$ cat config.mk
export PLATFORM = sky130hd
export DESIGN_NAME = multicycle_control
export DESIGN_NICKNAME = d
export VERILOG_FILES = /design/src/rtl/mc_defs.sv /design/src/rtl/mc_decode.sv /design/src/rtl/multicycle_control.sv
export SDC_FILE = /design/constraint.sdc
export NUM_CORES = 1
export LEC_CHECK = 0
export ABC_AREA = 1
export ABC_CLOCK_PERIOD_IN_PS = 2200
export CAP_MARGIN = 15
export CORE_MARGIN = 2
export CORE_UTILIZATION = 46
export DETAILED_ROUTE_END_ITERATION = 8
export GPL_ROUTABILITY_DRIVEN = 1
export HOLD_SLACK_MARGIN = 0.06
export PLACE_DENSITY = 0.73
export RECOVER_POWER = 100
export SYNTH_ARGS = -nofsm -noshare
export SYNTH_HDL_FRONTEND = slang
export SYNTH_SLANG_ARGS = --single-unit
$ cat constraint.sdc
create_clock -name clk -period 2.2 [get_ports clk]
set_input_delay 0.66 -clock clk [delete_from_list [all_inputs] [get_ports clk]]
set_output_delay 0.66 -clock clk [all_outputs]
set_load 0.1 [all_outputs]
$ cat src/rtl/mc_defs.sv
// Shared encodings for the multi-cycle sequencer: states, opcodes/functs,
// ALU and next-PC select codes, and the control word driven onto the datapath.
package mc_defs;

    typedef enum logic [2:0] {
        S_IDLE   = 3'd0,
        S_FETCH  = 3'd1,
        S_DECODE = 3'd2,
        S_EXEC   = 3'd3,
        S_MEM    = 3'd4,
        S_WB     = 3'd5,
        S_HALT   = 3'd6
    } state_t;

    localparam logic [5:0] OP_RTYPE = 6'h00;
    localparam logic [5:0] OP_ADDI  = 6'h08;
    localparam logic [5:0] OP_LW    = 6'h23;
    localparam logic [5:0] OP_SW    = 6'h2B;
    localparam logic [5:0] OP_BEQ   = 6'h04;
    localparam logic [5:0] OP_BGTZ  = 6'h07;
    localparam logic [5:0] OP_J     = 6'h02;
    localparam logic [5:0] OP_HALT  = 6'h3F;

    localparam logic [5:0] FN_ADD = 6'h20;
    localparam logic [5:0] FN_SUB = 6'h22;
    localparam logic [5:0] FN_AND = 6'h24;
    localparam logic [5:0] FN_OR  = 6'h25;
    localparam logic [5:0] FN_SLT = 6'h2A;

    localparam logic [2:0] ALU_AND = 3'b000;
    localparam logic [2:0] ALU_OR  = 3'b001;
    localparam logic [2:0] ALU_ADD = 3'b010;
    localparam logic [2:0] ALU_SUB = 3'b110;
    localparam logic [2:0] ALU_SLT = 3'b111;

    localparam logic [1:0] NPC_SEQ = 2'b00;
    localparam logic [1:0] NPC_BR  = 2'b01;
    localparam logic [1:0] NPC_JMP = 2'b10;

    typedef struct packed {
        logic       ir_wr;
        logic       pc_wr;
        logic [1:0] npc_sel;
        logic       reg_wr;
        logic       reg_dst;
        logic       ext_op;
        logic       alu_src;
        logic [2:0] alu_ctr;
        logic       mem_wr;
        logic       mem_to_reg;
    } ctrl_t;

    function automatic logic is_supported(input logic [5:0] op, input logic [5:0] fn);
        case (op)
            OP_RTYPE: return fn inside {FN_ADD, FN_SUB, FN_AND, FN_OR, FN_SLT};
            OP_ADDI, OP_LW, OP_SW, OP_BEQ, OP_BGTZ, OP_J: return 1'b1;
            default: return 1'b0;
        endcase
    endfunction

    function automatic logic [2:0] rtype_alu(input logic [5:0] fn);
        case (fn)
            FN_SUB:  return ALU_SUB;
            FN_AND:  return ALU_AND;
            FN_OR:   return ALU_OR;
            FN_SLT:  return ALU_SLT;
            default: return ALU_ADD;
        endcase
    endfunction

endpackage

$ cat src/rtl/mc_decode.sv
// Combinational control-word decode from the current state and the
// instruction fields latched in DECODE.
module mc_decode
    import mc_defs::*;
(
    input  state_t     state,
    input  logic [5:0] opcode,
    input  logic [5:0] funct,
    input  logic       zero,
    input  logic       msb,
    input  logic       mem_done,
    output ctrl_t      ctrl
);

    always_comb begin
        ctrl         = '0;
        ctrl.alu_ctr = ALU_ADD;
        ctrl.npc_sel = NPC_SEQ;

        // ALU operand setup stays stable from EXEC through WB
        if (state inside {S_EXEC, S_MEM, S_WB}) begin
            if (opcode == OP_RTYPE) begin
                ctrl.alu_ctr = rtype_alu(funct);
            end else if (opcode inside {OP_ADDI, OP_LW, OP_SW}) begin
                ctrl.alu_src = 1'b1;
                ctrl.ext_op  = 1'b1;
            end else if (opcode inside {OP_BEQ, OP_BGTZ}) begin
                ctrl.alu_ctr = ALU_SUB;
            end
        end

        case (state)
            S_FETCH: ctrl.ir_wr = 1'b1;
            S_EXEC: begin
                case (opcode)
                    OP_BEQ: begin
                        ctrl.pc_wr   = 1'b1;
                        ctrl.npc_sel = zero ? NPC_BR : NPC_SEQ;
                    end
                    OP_BGTZ: begin
                        ctrl.pc_wr   = 1'b1;
                        ctrl.npc_sel = (!zero && !msb) ? NPC_BR : NPC_SEQ;
                    end
                    OP_J: begin
                        ctrl.pc_wr   = 1'b1;
                        ctrl.npc_sel = NPC_JMP;
                    end
                    default: ;
                endcase
            end
            S_MEM: begin
                if (opcode == OP_SW) begin
                    ctrl.mem_wr = 1'b1;
                    ctrl.pc_wr  = mem_done;
                end
            end
            S_WB: begin
                ctrl.reg_wr     = 1'b1;
                ctrl.pc_wr      = 1'b1;
                ctrl.reg_dst    = (opcode == OP_RTYPE);
                ctrl.mem_to_reg = (opcode == OP_LW);
            end
            default: ;
        endcase
    end

endmodule

$ cat src/rtl/multicycle_control.sv
// Multi-cycle sequencer: FETCH/DECODE/EXEC/MEM/WB FSM with run/halt and a
// retired-instruction counter. MULTICYCLE_MEM_WAIT_EN adds mem_ready stalls in MEM.
module multicycle_control
    import mc_defs::*;
#(
    parameter int unsigned CNT_W   = 32,
    parameter logic [5:0]  HALT_OP = 6'h3F
) (
    input  logic             clk,
    input  logic             start_up_n,
    input  logic             run,
    input  logic [5:0]       opcode,
    input  logic [5:0]       funct,
    input  logic             zero,
    input  logic             msb,
`ifdef MULTICYCLE_MEM_WAIT_EN
    input  logic             mem_ready,
`endif
    output logic             ir_wr,
    output logic             pc_wr,
    output logic [1:0]       npc_sel,
    output logic             reg_wr,
    output logic             reg_dst,
    output logic             ext_op,
    output logic             alu_src,
    output logic [2:0]       alu_ctr,
    output logic             mem_wr,
    output logic             mem_to_reg,
    output logic [2:0]       state,
    output logic             halted,
    output logic             illegal,
    output logic [CNT_W-1:0] instr_cnt
);

    state_t     cur_state;
    state_t     nxt_state;
    logic [5:0] op_q;
    logic [5:0] fn_q;
    logic       mem_done;
    logic       dec_halt;
    logic       dec_bad;
    ctrl_t      ctrl;

`ifdef MULTICYCLE_MEM_WAIT_EN
    assign mem_done = mem_ready;
`else
    assign mem_done = 1'b1;
`endif

    assign dec_halt = (opcode == HALT_OP);
    assign dec_bad  = !dec_halt && !is_supported(opcode, funct);

    always_ff @(posedge clk or negedge start_up_n) begin
        if (!start_up_n) begin
            cur_state <= S_IDLE;
            op_q      <= '0;
            fn_q      <= '0;
            illegal   <= 1'b0;
            instr_cnt <= '0;
        end else begin
            cur_state <= nxt_state;
            if (cur_state == S_DECODE) begin
                op_q <= opcode;
                fn_q <= funct;
                if (dec_bad) illegal <= 1'b1;
            end
            if (ctrl.pc_wr) instr_cnt <= instr_cnt + CNT_W'(1);
        end
    end

    always_comb begin
        nxt_state = cur_state;
        case (cur_state)
            S_IDLE:   if (run) nxt_state = S_FETCH;
            S_FETCH:  nxt_state = run ? S_DECODE : S_IDLE;
            S_DECODE: nxt_state = (dec_halt || dec_bad) ? S_HALT : S_EXEC;
            S_EXEC: begin
                case (op_q)
                    OP_RTYPE, OP_ADDI: nxt_state = S_WB;
                    OP_LW, OP_SW:      nxt_state = S_MEM;
                    default:           nxt_state = S_FETCH;
                endcase
            end
            S_MEM:  if (mem_done) nxt_state = (op_q == OP_LW) ? S_WB : S_FETCH;
            S_WB:   nxt_state = S_FETCH;
            S_HALT: nxt_state = S_HALT;
            default: nxt_state = S_IDLE;
        endcase
    end

    mc_decode u_decode (
        .state    (cur_state),
        .opcode   (op_q),
        .funct    (fn_q),
        .zero     (zero),
        .msb      (msb),
        .mem_done (mem_done),
        .ctrl     (ctrl)
    );

    assign ir_wr      = ctrl.ir_wr & run;
    assign pc_wr      = ctrl.pc_wr;
    assign npc_sel    = ctrl.npc_sel;
    assign reg_wr     = ctrl.reg_wr;
    assign reg_dst    = ctrl.reg_dst;
    assign ext_op     = ctrl.ext_op;
    assign alu_src    = ctrl.alu_src;
    assign alu_ctr    = ctrl.alu_ctr;
    assign mem_wr     = ctrl.mem_wr;
    assign mem_to_reg = ctrl.mem_to_reg;
    assign state      = cur_state;
    assign halted     = (cur_state == S_HALT);

endmodule

# After elaboration in Yosys (flattened, before gate mapping)
# Index checks and enable logic that the tools add are counted.
# op_classes
add_sub_neg,1
mul,0
n_div,0
n_lt_le_gt_ge,0
eq_ne,29
shifts,0
muxes,24
bitwise,1
n_reduce_logical,18
# ops
op,count
6-bit equality test (second input constant),14
32-bit by 1-bit adder with 32-bit output (second input constant),1
6-bit by 3-bit equality test with 1-bit output (second input constant),4
3-bit one-hot mux with 7 select lines,1
3-bit two-way mux,6
6-bit by 2-bit equality test with 1-bit output (second input constant),2
6-bit by 4-bit equality test with 1-bit output (second input constant),2
6-bit zero test,2
3-bit one-hot mux with 4 select lines,1
2-bit two-way mux,5
3-bit equality test (second input constant),3
3-bit one-hot mux with 3 select lines,1
3-bit by 2-bit equality test with 1-bit output (second input constant),2
1-bit two-way mux,6
3-bit one-hot mux with 2 select lines,1
3-bit nonzero test,2
6-bit OR reduction,1
5-bit two-way mux,1
5-bit nonzero test,1
1-bit zero test,4
2-bit OR reduction,2
3-bit by 1-bit equality test with 1-bit output (second input constant),1
3-bit zero test,1
1-bit one-hot mux with 3 select lines,1
other kinds (7),8
# totals
reg_bits,48
latch_bits,0
mem_bits_rw,0
mem_bits_ro,0
input_bits,17
out_inout_bits,50
word_cells,78
n_memories,0

# Depth between registers and ports, before layout
# Gate-level depths: netlist (run 1).
# logic_depth
ltp_word,8
depth_mapped,10
depth_no_buf,10

# Cells and area by module
# A second synthesis (run 1) with hierarchy kept.
# unflattened
cells_unflattened,374
area_unflattened_um2,2875.3
# modules_own_cells
mod,n_inst,cells_per_inst,area_per_inst_um2,seq_area_each_um2
multicycle_control,1,306,2537.4,1201.2
mc_decode,1,68,337.8,0.0

# Worst setup path before layout (run 1)
# Ideal clock, no wire load.
# synth_path
path_kind,reg-to-output
startpoint,"reg cur_state[2], in the netlist state[2]"
endpoint,out mem_to_reg
arrival_ps,5639
t_required_ps,1540
slack_ps,-4099
stages_incl_launch_ff,5
n_path_buf,0
path_cell_list,dfrtp_1 -> inv_2 -> nor2_1 -> inv_1 -> nor4_1
# synth_between
elab_chain_cells,2
# synth_rtl
item,line_no,text
start: declaration,multicycle_control.sv:35,state_t cur_state;
start signal: assignment,multicycle_control.sv:61,cur_state <= nxt_state;
3-bit equality test,mc_decode.sv:32,case (state)
1-bit two-way mux,mc_decode.sv:32,
end: declaration,multicycle_control.sv:28,"output logic mem_to_reg,"
# Every way passes these cells.

# Worst setup path after layout (run 1)
# layout_path
startpoint,reg op_q[2]
endpoint,out alu_ctr[0]
# layout_between
elab_chain_cells,5
elab_cells_between_ends,8
cone_classes,3 x eq/ne; 3 x mux; 2 x reduce/logical
# layout_rtl
item,line_no,text
start: declaration,multicycle_control.sv:37,logic [5:0] op_q;
start signal: assignment,multicycle_control.sv:63,op_q <= opcode;
6-bit by 4-bit equality test with 1-bit output or 6-bit equality test (tied branches),mc_decode.sv:24,"end else if (opcode inside {OP_ADDI, OP_LW, OP_SW}) begin"
3-bit nonzero test,mc_decode.sv:24,
3-bit two-way mux,mc_decode.sv:24,
3-bit two-way mux *,mc_decode.sv:22,if (opcode == OP_RTYPE) begin
5-bit two-way mux *,mc_decode.sv:21,"if (state inside {S_EXEC, S_MEM, S_WB}) begin"
end: declaration,multicycle_control.sv:26,"output logic [2:0] alu_ctr,"
# Every way passes the cells marked *; elsewhere a longest branch is shown, timed or not.

==> impl_metrics.toml, run 1 <==
[grt]
grt_overflow = 0
first_global_vias = 3491
grt_pass1_wl_um = 16130
grt.total_usage_pct = 26.97
grt_max_degree = 41
grt_antenna_before_repair = 0

[clock_tree]
clock_latency_ps = 310
clk_pin_slew_worst_paths_ps = 100
cts_root_buffer = "clkbuf_8"
ctsHtreeMaxLevel = 2
cts_buffers = 5
cts.sinks = 48
cts_tree = "built"
clk_path_buf_depth = 2
hold_buffers = 0

[routing]
num_vias = 3621
avgRoutedWirePerCell_um = 15.12
drt_iter0_markers = 283
wl_um = 10190
ant_nets = 0
dr.pass1.iters = 6
via_per_inst = 5.372
drc = 0

[yosys]
synth.top_cell.area_share_pct = 37.87
syn_avg_cell_area_um2 = 6.513
netlist_top_cells_area = "dfrtp_1, nand2_1, nor2_1, nand3_1, inv_1"
synth-seq-cells = 48
ys_warn_count = 0
synth_cell_types = 31
yosysSeqAreaShare_pct = 37.87
synthesis.instances = 487
yosys.area.top_type = "dfrtp_1"
synth_fp_nets = 505
syn_area_um2 = 3172

[power]
pwr_density_cell_nw_per_um2 = 1016
power.leakage_nw = 2.172
ir_drop_uv = 587.5

[final_layout]
utilization_pct = 68.18
layout.nets = 611
instances_no_fill = 674
diodes = 0
area_delta_synth_final_pct = 44.42
drive_gt1_share_pct = 25.93

[floorplanning]
row_count = 30
die_w_um = 87.04
fp.dieH_um = 87.04
dieArea_um2 = 7575
start_util_pct = 47.21
coreArea_um2 = 6719
num_io_pins = 67

[sta]
worst_pin_slew_ps = 1063
max-slew-margin-rel_pct = 28.87
tns_ps = -2193
rsz0062_at_grt = "yes"
hold_viol = 0
clock.fmax_mhz = 397.0
setup_viol = 13
worst_slack_ps = -318.9
fin_skew_ps = 7.938
drv_slew = 0
fin_crit_sh_pct = 114.5
finalCriticalPeriod_ps = 2519
hold_ws_ps = 444.4

[placement]
place.gp.congestion = 0.9770
place_ws_ps = -279.4
place_inst = 643
port-buffer-count = 66
dpl.hpwl_um = 6946

[outcome]
failed_checks = "negative setup slack"
status = "finished, violations left"

[setup_path]
required_ps = 1540
slowest_stage = "dfrtp_1"
slowest_delay_ps = 440
reg2regPathDepth = 6
cp_max_fo = 3
critical_path.cell_chain = "nor2_2, nand3_2, o21bai_1, o22ai_4, buf_12"
worstSetupStartpointType = "flip-flop"
end_kind = "output pin"
timing_worst_setup_path_type = "reg -> out"
critPathArrivalTime_ps = 1860

[run]
cap_violations = 0

[min_path]
hp-class = "in -> async"
[critical path: cells and delay by family, from the launching register on]
kind / cells / cell delay (ps)
DFF: 1 / 440
buffers and inverters: 1 / 200
and+or+nand+nor: 2 / 390
AOI/OAI and AO/OA: 2 / 510
[sequential cells by signal, indices dropped and copies added, names as in the netlist]
name,count
fn_q,6
op_q,6
illegal,1
instr_cnt,32
state,3
[layer usage]
| metal | wire length (um) | track usage [%] | vias up | part of all wire, % |
|---|---|---|---|---|
| met5 | 0 | 0 | - | 0 |
| met4 | 145 | 7.244 | 0 | 1.4 |
| met3 | 633 | 4.550 | 15 | 6.2 |
| met2 | 4974 | 45.87 | 138 | 49 |
| met1 | 4438 | 35.50 | 1711 | 44 |
| li1 | - | - | 1757 | - |
[timing repair]
item                                    in CTS  in global routing
pin swaps                                   11                 10
gates resized for setup                     20                 22
endpoints found under the setup margin      12                 13
buffers inserted                            19                  5
[kinds of logic (layout without fill, tap and decap cells)]
logic type	after synthesis	count (layout)	share of synthesized area [%]
AOI/OAI and AO/OA	29	29	5.247
xor gates and xnor gates	15	15	4.142
and+or+nand+nor	342	342	45.44
buffers and inverters	52	159	6.903
DFF	48	48	37.87
adders and majority gates	1	1	0.3944
[layout by cell type (no fill, tap or decap), types with 13 or more instances in the layout]
cell type	Yosys	layout
nand2_1	192	188
nand3_1	40	35
inv_1	33	28
buf_4	5	34
buf_12	0	16
dfrtp_1	48	43
nor2_1	77	66
clkbuf_2	0	34
xor2_1	13	13
[path summary, 6_finish.rpt]
check	to	start	slack, ps
worst min-delay path	instr_cnt[20]$_DFFE_PN0P_	start_up_n	440
min in group clk	illegal$_DFFE_PN0P_	illegal$_DFFE_PN0P_	490
worst max-delay path	alu_ctr[0]	op_q[2]$_DFFE_PN0P_	-320
max in group asynchronous	op_q[5]$_DFFE_PN0P_	start_up_n	430
worst max register to register	illegal$_DFFE_PN0P_	state[0]$_DFFE_PN0P_	-60
worst min register to register	illegal$_DFFE_PN0P_	illegal$_DFFE_PN0P_	490
[area by class of cell]
class / instances / area (um2)
fillers: 526 / 2138
clock buffers: 5 / 68.82
flip-flops and latches: 48 / 1215
clock inverters: 3 / 90.09
multi-input cells: 387 / 1969
well taps: 80 / 100.1
inverters: 42 / 168.9
repair buffers: 109 / 968.4
[power by group]
group	internal [mW]	switching, mW	total [mW]
logic	0.860	1.63	2.49
registers	1.07	0.208	1.28
clock network	0.568	0.317	0.886
total	2.50	2.16	4.65
[synthesized netlist by cell type]
| library cell | n |
|---|---|
| xor2_1 | 13 |
| o21bai_1 | 2 |
| a21oi_1 | 5 |
| or2_1 | 1 |
| nor3b_1 | 1 |
| o21ai_1 | 8 |
| inv_1 | 33 |
| nand4_1 | 7 |
| o22ai_1 | 1 |
| or3_1 | 1 |
| nor2_4 | 1 |
| o21ai_2 | 1 |
| inv_2 | 8 |
| nand2_1 | 192 |
| nor3_4 | 1 |
| clkbuf_1 | 1 |
| nand3_1 | 40 |
| nand2_2 | 1 |
| xnor2_1 | 2 |
| nor3_1 | 4 |
| buf_4 | 5 |
| ha_1 | 1 |
| nor2_2 | 3 |
| nor2_1 | 77 |
| nor4_1 | 2 |
| nand3b_1 | 11 |
| dfrtp_1 | 48 |
| buf_2 | 4 |
| o21ai_4 | 1 |
| o21ai_0 | 11 |
| clkinv_1 | 1 |
[per-stage QoR]
step                      total power, mW  cell area (um2)
after global routing                4.851             4581
final                               4.654             4581
after detailed placement            3.380             4649
after floorplan                     2.615             3343
after CTS                           4.496             5001
after global placement              3.346             4649
No activity file was read; power rests on OpenSTA's default activity.
==> run 2, diff against run 1 <==
- SLEW_MARGIN: not set -> 0
==> results of run 2 <==
The final DEF is identical to that of run 1; final timing and power are the same.
